### config.mk
export PLATFORM = sky130hd
export DESIGN_NAME = vga_sync_gen
export DESIGN_NICKNAME = d
export VERILOG_FILES = /design/src/rtl/vga_timing_pkg.sv /design/src/rtl/sync_delay_line.sv /design/src/rtl/vga_sync_gen.sv
export SDC_FILE = /design/constraint.sdc
export NUM_CORES = 1
export LEC_CHECK = 0
export ABC_AREA = 0
export BUFFER_PORTS_ARGS = -buffer_cell sky130_fd_sc_hd__buf_2
export CORE_MARGIN = 2
export CORE_UTILIZATION = 50
export CTS_CLUSTER_DIAMETER = 120
export DETAILED_ROUTE_END_ITERATION = 10
export PLACE_DENSITY_LB_ADDON = 0.12
export RECOVER_POWER = 50
export SLEW_MARGIN = 20
export SYNTH_ARGS = -nofsm -noshare
export SYNTH_HDL_FRONTEND = slang
export SYNTH_SLANG_ARGS = --single-unit
### constraint.sdc
create_clock -name clk -period 2 [get_ports clk]
set_clock_uncertainty 0.05 [all_clocks]
set_input_delay 0.2 -clock clk [delete_from_list [all_inputs] [get_ports clk]]
set_output_delay 0.2 -clock clk [all_outputs]
set_load 0.1 [all_outputs]
### src/rtl/vga_timing_pkg.sv
// vga_timing_pkg: default 640x480@60 timing constants and pixel coordinate type,
// shared with the text screen generator.
package vga_timing_pkg;
  localparam int COORD_W = 10;
  typedef logic [COORD_W-1:0] coord_t;
  localparam int DEF_H_DISP = 640;
  localparam int DEF_H_FP = 16;
  localparam int DEF_H_SYNC = 96;
  localparam int DEF_H_BP = 48;
  localparam int DEF_V_DISP = 480;
  localparam int DEF_V_FP = 10;
  localparam int DEF_V_SYNC = 2;
  localparam int DEF_V_BP = 33;
  localparam int DEF_H_TOTAL = DEF_H_DISP + DEF_H_FP + DEF_H_SYNC + DEF_H_BP;
  localparam int DEF_V_TOTAL = DEF_V_DISP + DEF_V_FP + DEF_V_SYNC + DEF_V_BP;
endpackage

### src/rtl/sync_delay_line.sv
// sync_delay_line: W-bit shift register of DEPTH clk stages with per-bit reset value;
// DEPTH=0 is a straight wire.
module sync_delay_line #(
  parameter int W = 3,
  parameter int DEPTH = 2,
  parameter logic [W-1:0] RST_VAL = '0
) (
  input  logic         clk,
  input  logic         reset_n,
  input  logic [W-1:0] d_i,
  output logic [W-1:0] q_o
);
  if (DEPTH == 0) begin : g_wire
    assign q_o = d_i;
  end else begin : g_sr
    logic [W-1:0] sr_q [DEPTH];
    always_ff @(posedge clk or negedge reset_n)
      if (!reset_n) begin
        for (int i = 0; i < DEPTH; i++) sr_q[i] <= RST_VAL;
      end else begin
        sr_q[0] <= d_i;
        for (int i = 1; i < DEPTH; i++) sr_q[i] <= sr_q[i-1];
      end
    assign q_o = sr_q[DEPTH-1];
  end
endmodule

### src/rtl/vga_sync_gen.sv
// vga_sync_gen: pixel tick divider, h/v counters, sync/blank decode and
// delayed sync copies aligned to the text generator's font pipeline.
module vga_sync_gen
  import vga_timing_pkg::*;
#(
  parameter int CLK_DIV = 2,
  parameter int H_DISP = DEF_H_DISP,
  parameter int H_FP = DEF_H_FP,
  parameter int H_SYNC = DEF_H_SYNC,
  parameter int H_BP = DEF_H_BP,
  parameter int V_DISP = DEF_V_DISP,
  parameter int V_FP = DEF_V_FP,
  parameter int V_SYNC = DEF_V_SYNC,
  parameter int V_BP = DEF_V_BP,
  parameter int SYNC_DELAY = 2
) (
  input  logic   clk,
  input  logic   reset_n,
  output logic   p_tick,
  output coord_t pixel_x,
  output coord_t pixel_y,
  output logic   video_on,
  output logic   hsync,
  output logic   vsync,
  output logic   frame_tick,
  output logic   hsync_d,
  output logic   vsync_d,
  output logic   video_on_d
);
  localparam int DIV_W = CLK_DIV > 1 ? $clog2(CLK_DIV) : 1;
  localparam logic [DIV_W-1:0] DIV_MAX = DIV_W'(CLK_DIV - 1);
  localparam coord_t X_MAX = coord_t'(H_DISP + H_FP + H_SYNC + H_BP - 1);
  localparam coord_t Y_MAX = coord_t'(V_DISP + V_FP + V_SYNC + V_BP - 1);
  localparam coord_t X_VIS = coord_t'(H_DISP);
  localparam coord_t Y_VIS = coord_t'(V_DISP);
  localparam coord_t HS_START = coord_t'(H_DISP + H_FP);
  localparam coord_t HS_END = coord_t'(H_DISP + H_FP + H_SYNC - 1);
  localparam coord_t VS_START = coord_t'(V_DISP + V_FP);
  localparam coord_t VS_END = coord_t'(V_DISP + V_FP + V_SYNC - 1);
  logic [DIV_W-1:0] div_q, div_d;
  coord_t x_q, x_d, y_q, y_d;
  logic tick, x_end, y_end;
  assign tick = div_q == DIV_MAX;
  assign x_end = x_q == X_MAX;
  assign y_end = y_q == Y_MAX;
  always_comb begin
    div_d = tick ? '0 : div_q + 1'b1;
    x_d = tick ? (x_end ? '0 : x_q + 1'b1) : x_q;
    y_d = (tick && x_end) ? (y_end ? '0 : y_q + 1'b1) : y_q;
  end
  always_ff @(posedge clk or negedge reset_n)
    if (!reset_n) begin
      div_q <= '0;
      x_q <= '0;
      y_q <= '0;
    end else begin
      div_q <= div_d;
      x_q <= x_d;
      y_q <= y_d;
    end
  // Gating with reset_n keeps p_tick low in reset even when CLK_DIV=1.
  assign p_tick = tick && reset_n;
  assign pixel_x = x_q;
  assign pixel_y = y_q;
  assign video_on = x_q < X_VIS && y_q < Y_VIS;
  assign hsync = !(x_q >= HS_START && x_q <= HS_END);
  assign vsync = !(y_q >= VS_START && y_q <= VS_END);
  assign frame_tick = p_tick && x_end && y_end;
  sync_delay_line #(.W(3), .DEPTH(SYNC_DELAY), .RST_VAL(3'b110)) u_dly (
    .clk(clk),
    .reset_n(reset_n),
    .d_i({hsync, vsync, video_on}),
    .q_o({hsync_d, vsync_d, video_on_d})
  );
endmodule

==> results of run 1 <==
-- logic make-up (layout without fill, tap and decap cells) --
| logic type | Yosys count | after routing |
|---|---|---|
| xor gates and xnor gates | 13 | 13 |
| buffers and inverters | 6 | 50 |
| adders and majority gates | 4 | 4 |
| muxes | 1 | 1 |
| and+or+nand+nor | 56 | 56 |
| AOI/OAI and AO/OA | 10 | 10 |
| DFF | 27 | 27 |
-- cell usage in the layout, fill, tap and decap left out, types with 2 or more instances in the layout --
| cell type | Yosys | layout |
|---|---|---|
| buf_2 | 1 | 23 |
| buf_4 | 0 | 12 |
| dfrtp_2 | 0 | 11 |
| xnor2_1 | 9 | 9 |
| nand3_1 | 9 | 8 |
| dfrtp_4 | 0 | 8 |
| nor2_1 | 8 | 7 |
| nand2_1 | 7 | 7 |
| nand4_1 | 6 | 6 |
| xor2_1 | 4 | 4 |
| clkbuf_4 | 0 | 4 |
| dfrtp_1 | 23 | 4 |
| dfstp_2 | 4 | 4 |
| inv_1 | 5 | 3 |
| nor3_1 | 3 | 3 |
| o21ai_1 | 3 | 3 |
| ha_1 | 4 | 3 |
| clkbuf_2 | 0 | 3 |
| inv_2 | 0 | 2 |
| and2_4 | 0 | 2 |
| and3_1 | 3 | 2 |
| nor4bb_4 | 0 | 2 |
| nor2_2 | 1 | 2 |
| and4_1 | 2 | 2 |
| nor4_1 | 2 | 2 |
-- registers in the layout, indices dropped and copies added, names as in the netlist --
name / count
pixel_x: 10
u_dly.g_sr.sr_q: 3
u_dly.q_o: 3
div_q: 1
pixel_y: 10
-- routing by layer --
metal,routed length [um],up-vias,global-route usage [%]
li1,-,511,-
met1,1343,531,29.95
met2,1436,50,35.52
met3,160,11,2.732
met4,84,0,10.83
met5,0,-,0
-- power by group through the flow --
| stage | Combinational, uW | Sequential, uW | Clock (uW) |
|---|---|---|---|
| global route | 26.6 | 546 | 261 |
| finish | 24.0 | 546 | 236 |
| CTS | 25.3 | 546 | 240 |
| detailed placement | 23.8 | 557 | 0 |
| floorplan | 8.55 | 557 | 0 |
| global placement | 23.6 | 557 | 0 |
-- Yosys cell counts (2+ instances only) --
library cell,instances,area share [%]
o21ai_0,2,0.78
nor2_1,8,2.3
xor2_1,4,2.7
and2_1,4,2.0
xnor2_1,9,6.2
ha_1,4,3.9
nand4_1,6,2.9
nor4bb_1,2,1.6
nor4_1,2,0.98
inv_1,5,1.5
nor3_1,3,1.2
nand3_1,9,3.5
o21ai_1,3,1.2
and3_1,3,1.5
dfrtp_1,23,45
nand2_1,7,2.1
dfstp_2,4,8.2
and4_1,2,1.4
-- cell type report --
type | instances | area [sq um]
flip-flops and latches | 27 | 724.4
multi-input cells | 84 | 638.1
clock buffers | 4 | 26.28
fillers | 181 | 752.0
inverters | 5 | 18.77
repair buffers | 41 | 257.7
well taps | 30 | 37.54
-- critical path, delay by kind of cell (launching register included) --
| family | cells | cell delay (ps) |
|---|---|---|
| adders and majority gates | 1 | 160 |
| buffers and inverters | 2 | 230 |
| DFF | 1 | 510 |
| and+or+nand+nor | 4 | 620 |
-- worst max path at each step --
stage / startpoint / end / slack [ps]
after floorplan: pixel_y[0] / frame_tick / -30
after global placement: pixel_y[0] / frame_tick / 230
after detailed placement: pixel_y[0] / frame_tick / 160
after CTS: pixel_y[1] / frame_tick / -90
after global routing: pixel_y[1] / frame_tick / -220
final: pixel_y[1] / frame_tick / -100
-- stage by stage --
stage / TNS [ps] / util [%] / total power [uW] / worst slack, ps / instances
after floorplan: -84.81 / - / 565.2 / -32.03 / 117
after global placement: 0 / 64.42 / 580.2 / 225.5 / 178
after detailed placement: 0 / 64.42 / 580.4 / 155.8 / 178
after CTS: -85.42 / 69.27 / 811.0 / -85.42 / 189
after global routing: -322.6 / 69.37 / 833.5 / -224.6 / 191
final: -132.4 / 69.37 / 805.7 / -101.7 / 191
-- timing repair --
item,4_1_cts,5_1_grt
endpoints found under the setup margin,3,3
pin swaps,4,1
resized for setup,7,1
hold buffers,1,0
buffers inserted,6,2
endpoints found under the hold margin,23,0
==> flow_metrics.py, run 1 <==
metrics = {
    "setup_path": {
        "path_max_fanout": 2,
        "crit_chain": "inv_2 -> ha_2 -> nor4bb_4 -> nand4_1 -> nor2_2 -> and2_4 -> buf_12",
        "cpPeakStageDelay_ps": 510,
        "r2r_setup_slack_ps": 240,
        "path_class": "reg2out",
        "timing.rr.start": "pixel_x[0]",
        "worstSetupEndpointType": "output port",
        "crit_required_ps": 1750,
        "ff2ff_path_depth": 5,
        "cp-start-kind": "flip-flop",
        "r2r-end": "pixel_y[9]",
        "arrival_ps": 1850,
        "cpMaxStageDelayCell": "dfrtp_4",
    },
    "cts": {
        "cts.sinks": 27,
        "cts_inserted_buffers": 3,
        "clock_path_buffers": 2,
        "htreeDepth": 1,
        "clock-root-buffer": "clkbuf_4",
        "clk_pin_slew_ps": 140,
        "cts_tree": "built",
        "clk_latency_ps": 330,
    },
    "power_and_ir_drop": {
        "p_seq_share_pct": 67.8,
        "p_leak_uw": 0.0007487,
        "powerDensity_nw_per_um2": 473.1,
        "clock_power_share_pct": 29.2,
        "p_switching_uw": 177.5,
        "p_sw_share_pct": 22.04,
        "ir_drop_mv": 0.3869,
        "p_int_uw": 628.1,
        "comb_power_share_pct": 3.0,
    },
    "synth": {
        "synth_edf_count": 0,
        "synth-warning-count": 0,
        "synthSimpleGateAreaFrac_pct": 26.66,
        "synth_adder_area_share_pct": 3.906,
        "muxShareOfSynthArea_pct": 0.7813,
        "syn_inst": 117,
        "synth_compound_area_share_pct": 4.785,
        "async_flop_share_pct": 100.0,
        "synth_cell_type_count": 35,
        "synth-xor-area-share_pct": 8.887,
        "syn_area_sq_um": 1281,
        "synth_flop_cell": "dfrtp_1",
        "yosysSeqAreaShare_pct": 53.12,
        "ys_seq_elements": 27,
        "synth_nets": 123,
        "synth_top_family_by_area": "simple AND/OR/NAND/NOR gates",
        "postSynthAreaPerCell_sq_um": 10.95,
    },
    "sta": {
        "fin_ws_ps": -101.7,
        "timing.hold.ws_ps": 317.6,
        "finalSetupViolations": 2,
        "timing.fmax_ghz": 0.4758,
        "tightestPinTransition_ps": 674.2,
        "grt_setup_unrepaired": "true",
        "drv_slew": 0,
        "hold_violations": 0,
        "final.period_utilization_pct": 105.1,
        "slew_headroom_pct": 55.05,
        "fin_crit_ps": 2102,
    },
    "global_routing": {
        "grt_max_degree": 28,
        "grt_use_total_pct": 22.33,
        "grt_pass1_wl_mm": 4.692,
        "grt_pass1_vias": 1006,
        "overflow": 0,
        "grt_antenna_before_repair": 0,
    },
    "routing": {
        "vias": 1103,
        "drt_iter0_drc": 28,
        "wl_mm": 3.024,
        "drtAntennaViolNets": 0,
        "route.detailed.drc": 0,
        "drt-pass1-iter-count": 4,
        "avgViaCountPerCell": 5.775,
        "wire_per_inst_um": 15.83,
    },
    "final_layout": {
        "drive_gt1_share_pct": 50.31,
        "areaGrowthSynthToFinish_pct": 32.91,
        "fin_area_sq_um": 1703,
        "fin_nets": 168,
        "antenna_cells": 0,
    },
    "place": {
        "port_buffers": 29,
        "gp_congestion": 0.8341,
        "hpwl_mm": 2.020,
        "place_area_sq_um": 1582,
    },
    "min_path": {
        "holdPathStages": 0,
        "hold_end": "u_dly.q_o[2]",
        "hold_start": "u_dly.g_sr.sr_q[5]",
        "hp-class": "reg2reg",
    },
    "outcome": {
        "violations": "setup timing",
        "run_status": "complete, but fails checks",
    },
    "die": {
        "die_area_sq_um": 2983,
        "die_width_um": 54.62,
        "start_util_pct": 52.19,
        "die_h_um": 54.62,
        "io_pins": 30,
        "core_area_sq_um": 2455,
        "core.rowCount": 18,
    },
    "flow_run": {
        "cap_viol_max_count": 0,
    },
}
(Power assumes the default switching activity.)
==> run 2: changes to the inputs <==
--- a/config.mk
+++ b/config.mk
@@ -11,6 +11,7 @@
 export CORE_UTILIZATION = 50
 export CTS_CLUSTER_DIAMETER = 120
 export DETAILED_ROUTE_END_ITERATION = 10
+export GPL_ROUTABILITY_DRIVEN = 0
 export PLACE_DENSITY_LB_ADDON = 0.12
 export RECOVER_POWER = 50
 export SLEW_MARGIN = 20
==> constraint.sdc (replaced) <==
create_clock -name clk -period 2 [get_ports clk]
set_clock_uncertainty 0.05 [all_clocks]
set_input_delay 0.5 -clock clk [delete_from_list [all_inputs] [get_ports clk]]
set_output_delay 0.5 -clock clk [all_outputs]
set_load 0.1 [all_outputs]
==> run 2 against run 1 <==
The run still ends with setup timing left; final area is 14% higher; non-clock buffer count is 19 higher; first-iteration DRC count is 3.6% higher; sequential power hardly changed; via count is 5.6% higher; worst setup slack worse by 310 ps; routed wire length is 13% higher; largest cell class unchanged.
==> flow_metrics.py, run 2 (synthesis gave the netlist of run 1 again) <==
metrics = {
    "global_routing": {
        "grt_antenna_before_repair": 0,
        "grt-busiest-layer": "met2",
        "grt_max_degree": 28,
        "grt_pass1_vias": 1176,
        "use_met1_pct": 35.01,
        "overflow": 0,
        "globalRouteMet3Util_pct": 4.098,
        "grt_use_total_pct": 25.59,
        "use_met2_pct": 40.48,
        "grt_pass1_wl_mm": 5.402,
    },
    "power_and_ir_drop": {
        "power_uw": 819.3,
        "p_leak_uw": 0.0008654,
        "ir_drop_mv": 0.3152,
        "powerDensity_nw_per_um2": 421.4,
    },
    "sta": {
        "fin_crit_ps": 2415,
        "hold_violations": 0,
        "finalSetupViolations": 5,
        "timing.fmax_ghz": 0.4141,
        "slew_headroom_pct": 1.480,
        "grt_setup_unrepaired": "true",
        "timing.hold.ws_ps": 315.4,
        "drv_slew": 0,
        "final.period_utilization_pct": 120.7,
        "tightestPinTransition_ps": 1478,
        "fin_ws_ps": -414.7,
    },
    "routing": {
        "wire_per_inst_um": 16.30,
        "route.detailed.drc": 0,
        "drt-pass1-iter-count": 6,
        "vias": 1165,
        "drtAntennaViolNets": 0,
        "avgViaCountPerCell": 5.548,
        "wl_mm": 3.424,
        "drt_iter0_drc": 29,
    },
    "setup_path": {
        "critPathTopFamily": "simple AND/OR/NAND/NOR gates",
        "path_class": "reg2out",
        "crit_chain": "and3_4 -> nor4bb_1 -> o21ai_4 -> buf_12",
        "cpPeakStageDelay_ps": 510,
        "crit_required_ps": 1450,
        "arrival_ps": 1860,
        "cp-start-kind": "flip-flop",
        "crit_buf_inv": 1,
        "worstSetupEndpointType": "output port",
        "cpMaxStageDelayCell": "dfrtp_4",
        "path_max_fanout": 3,
    },
    "cts": {
        "cts_tree": "built",
        "cts_inserted_buffers": 3,
        "clk_pin_slew_ps": 150,
        "clock-root-buffer": "clkbuf_4",
        "htreeDepth": 1,
        "cts.sinks": 27,
        "clock_path_buffers": 2,
        "clk_latency_ps": 330,
    },
    "die": {
        "die_area_sq_um": 2983,
        "die_width_um": 54.62,
        "io_pins": 30,
        "die_h_um": 54.62,
        "core.rowCount": 18,
        "start_util_pct": 52.19,
        "core_area_sq_um": 2455,
    },
    "place": {
        "post-place-ws_ps": -80.60,
        "dp.cells": 193,
        "hpwl_mm": 2.347,
        "port_buffers": 29,
        "place_area_sq_um": 1765,
    },
    "outcome": {
        "violations": "setup timing",
        "run_status": "complete, but fails checks",
    },
    "final_layout": {
        "drive_gt1_share_pct": 56.11,
        "stdcell_count": 210,
        "antenna_cells": 0,
        "areaGrowthSynthToFinish_pct": 51.76,
        "fin_nets": 187,
        "final_common_cell": "buf_4",
        "final_cell_mix": "25 x buf_4, 23 x buf_2, 12 x dfrtp_4",
        "fin_area_sq_um": 1944,
    },
    "flow_run": {
        "cap_viol_max_count": 0,
    },
    "min_path": {
        "hp-class": "reg2reg",
    },
}
-- run 2: power breakdown --
group	total, uW	internal, uW	switching, uW
Clock	247	78.4	169
Combinational	26.2	5.53	20.7
Sequential	546	546	0
-- run 2: metrics by stage --
step	util, %	setup TNS [ps]
after floorplan	-	-858.4
after global placement	71.92	-15.37
after detailed placement	71.92	-133.6
after CTS	79.15	-1053
after global routing	79.20	-2485
final	79.20	-1288
-- run 2: path summary, 6_finish.rpt --
kind | start | end | slack [ps] | cells after the start
max in group asynchronous | reset_n | pixel_x[5] | 270 | 2
setup / recovery | pixel_x[6] | hsync | -410 | 4
min in group asynchronous | reset_n | pixel_x[9] | 590 | 2
hold / removal | u_dly.g_sr.sr_q[4] | u_dly.q_o[1] | 320 | 0
setup reg to reg | pixel_x[1] | pixel_y[9] | -20 | 6
hold reg to reg | u_dly.g_sr.sr_q[4] | u_dly.q_o[1] | 320 | 0
-- run 2: what timing repair did --
item,4_1_cts,5_1_grt
pin swaps,8,7
endpoints found under the hold margin,0,0
buffers inserted,11,3
cloned,0,0
setup endpoints to repair,4,8
gates resized for setup,14,5
hold buffers,0,0
-- run 2: per-layer routing --
layer,up-vias,wire (um),part of all wire [%]
met2,42,1683,49
li1,542,-,-
met3,6,194,5.7
met1,575,1493,44
met4,0,53,1.5
met5,-,0,0
-- run 2: cell type report --
class                   count  area [sq um]
clock buffers               4         26.28
fillers                   164         510.5
well taps                  30         37.54
repair buffers             60         447.9
flip-flops and latches     27         735.7
inverters                   5         23.77
multi-input cells          84         673.1
==> run 3: changes to the inputs <==
--- a/config.mk
+++ b/config.mk
@@ -7,8 +7,7 @@
 export LEC_CHECK = 0
 export ABC_AREA = 0
 export BUFFER_PORTS_ARGS = -buffer_cell sky130_fd_sc_hd__buf_2
-export CORE_MARGIN = 2
-export CORE_UTILIZATION = 50
+export CORE_UTILIZATION = 29
 export CTS_CLUSTER_DIAMETER = 120
 export DETAILED_ROUTE_END_ITERATION = 10
 export GPL_ROUTABILITY_DRIVEN = 0
==> run 3 against run 2 <==
The flow finishes with violations (capacitance limit, slew limit, setup timing); critical path type unchanged; final area up 0.90%; hold slack got worse by 5.7 ps; count of clock-buffer cells in the layout is the same; combinational power rose by 3%; largest power group unchanged; register-to-register slack improved by 50 ps; utilization is 32 points lower; sequential cell count did not move.
==> flow_metrics.py, run 3 (synthesis gave the netlist of run 1 again) <==
metrics = {
    "outcome": {
        "run_status": "complete, but fails checks",
        "violations": "capacitance limit, slew limit, setup timing",
    },
    "die": {
        "core_area_sq_um": 4115,
        "io_pins": 30,
        "start_util_pct": 31.13,
        "die_h_um": 68.47,
        "die_width_um": 68.47,
        "core.rowCount": 23,
        "die_area_sq_um": 4688,
    },
    "final_layout": {
        "fin_nets": 184,
        "areaGrowthSynthToFinish_pct": 53.12,
        "fin_area_sq_um": 1962,
        "stdcell_count": 227,
        "final_cell_mix": "24 x buf_2, 21 x buf_4, 12 x dfrtp_4",
        "drive_gt1_share_pct": 54.80,
        "antenna_cells": 0,
        "final_core_util_pct": 47.67,
        "final_common_cell": "buf_2",
    },
    "sta": {
        "hold_violations": 0,
        "fin_crit_ps": 2313,
        "final.period_utilization_pct": 115.6,
        "grt_setup_unrepaired": "true",
        "slew_headroom_pct": -1.091,
        "drv_slew": 28,
        "tightestPinTransition_ps": 1516,
        "timing.hold.ws_ps": 309.7,
        "fin_ws_ps": -312.8,
        "finalSetupViolations": 4,
        "timing.fmax_ghz": 0.4324,
    },
    "power_and_ir_drop": {
        "p_leak_uw": 0.0008589,
        "powerDensity_nw_per_um2": 450.0,
        "ir_drop_mv": 0.2139,
    },
    "setup_path": {
        "arrival_ps": 1760,
        "cp-start-kind": "flip-flop",
        "path_class": "reg2out",
        "worstSetupEndpointType": "output port",
        "crit_required_ps": 1450,
        "path_max_fanout": 2,
    },
    "global_routing": {
        "grt_pass1_vias": 1113,
        "grt_use_total_pct": 15.54,
        "grt_max_degree": 28,
        "overflow": 0,
        "grt_antenna_before_repair": 0,
        "grt_pass1_wl_mm": 5.278,
    },
    "cts": {
        "clk_pin_slew_ps": 90,
        "clock_path_buffers": 2,
        "clk_latency_ps": 270,
        "cts.sinks": 27,
        "clock-root-buffer": "clkbuf_8",
        "cts_tree": "built",
        "holdBufCountCts": 0,
        "cts_inserted_buffers": 3,
        "htreeDepth": 1,
    },
    "routing": {
        "wire_per_inst_um": 13.93,
        "vias": 1098,
        "drt-pass1-iter-count": 4,
        "route.detailed.drc": 0,
        "avgViaCountPerCell": 4.837,
        "wl_mm": 3.163,
        "drt_iter0_drc": 59,
        "drtAntennaViolNets": 0,
    },
    "place": {
        "post-place-ws_ps": -33.86,
        "dp.cells": 215,
        "hpwl_mm": 2.313,
        "place_area_sq_um": 1805,
        "port_buffers": 29,
    },
    "min_path": {
        "hp-class": "reg2reg",
    },
    "flow_run": {
        "cap_viol_max_count": 1,
    },
}
## run 3: cell types whose count changed in the layout (fill, tap and decap cells not counted)
cell      before  now
buf_4         25   21
clkbuf_4       4    1
clkbuf_8       0    3
and4b_1        0    1
and4b_2        1    0
buf_2         23   24
## run 3: timing repair
action | in CTS | in global routing
gates resized for setup | 10 | 6
setup buffers | 5 | 3
cloned | 0 | 0
endpoints found under the setup margin | 4 | 5
pin swaps | 5 | 5
## run 3: through the flow
| stage | power [uW] | setup TNS (ps) |
|---|---|---|
| after global routing | 924.7 | -4018 |
| final | 882.9 | -804.4 |
| after CTS | 900.6 | -687.2 |
| after global placement | 585.7 | -27.67 |
| after detailed placement | 585.5 | -33.86 |
| after floorplan | 565.4 | -858.4 |
## run 3: final cells by class
type	instances	area, sq um
flip-flops and latches	27	735.7
inverters	5	23.77
clock buffers	4	45.04
well taps	50	62.56
repair buffers	57	422.9
multi-input cells	84	671.9
fillers	402	2153
## run 3: routing by layer
layer  share of wire (%)  global-route usage, %  vias up  wire [um]
met1                  47                  20.88      537       1476
met3                 3.7                  3.000        2        116
met4                0.57                  6.250        0         18
li1                    -                      -      537          -
met5                   0                      0        -          0
met2                  49                  24.26       22       1553
## run 3: worst paths after layout
path	start	to	slack [ps]	cells after the start
max in group asynchronous	reset_n	pixel_x[5]	120	2
min in group asynchronous	reset_n	pixel_y[5]	700	2
worst min-delay path	u_dly.g_sr.sr_q[3]	u_dly.q_o[0]	310	0
worst max-delay path	pixel_y[1]	frame_tick	-310	7
worst max register to register	pixel_x[0]	pixel_y[9]	30	6
worst min register to register	u_dly.g_sr.sr_q[3]	u_dly.q_o[0]	310	0
## run 3: report_power, final
group | internal [uW] | total, uW | switching (uW)
registers | 545 | 545 | 0
logic | 5.54 | 26.9 | 21.3
clock network | 143 | 311 | 168
## run 3: critical path, cell delays in order, from the launching register on
cell	delay (ps)
dfrtp_4	500
inv_4	70
ha_4	120
nor4bb_4	180
nand4_1	160
nor2_2	150
and2_4	160
buf_12	160
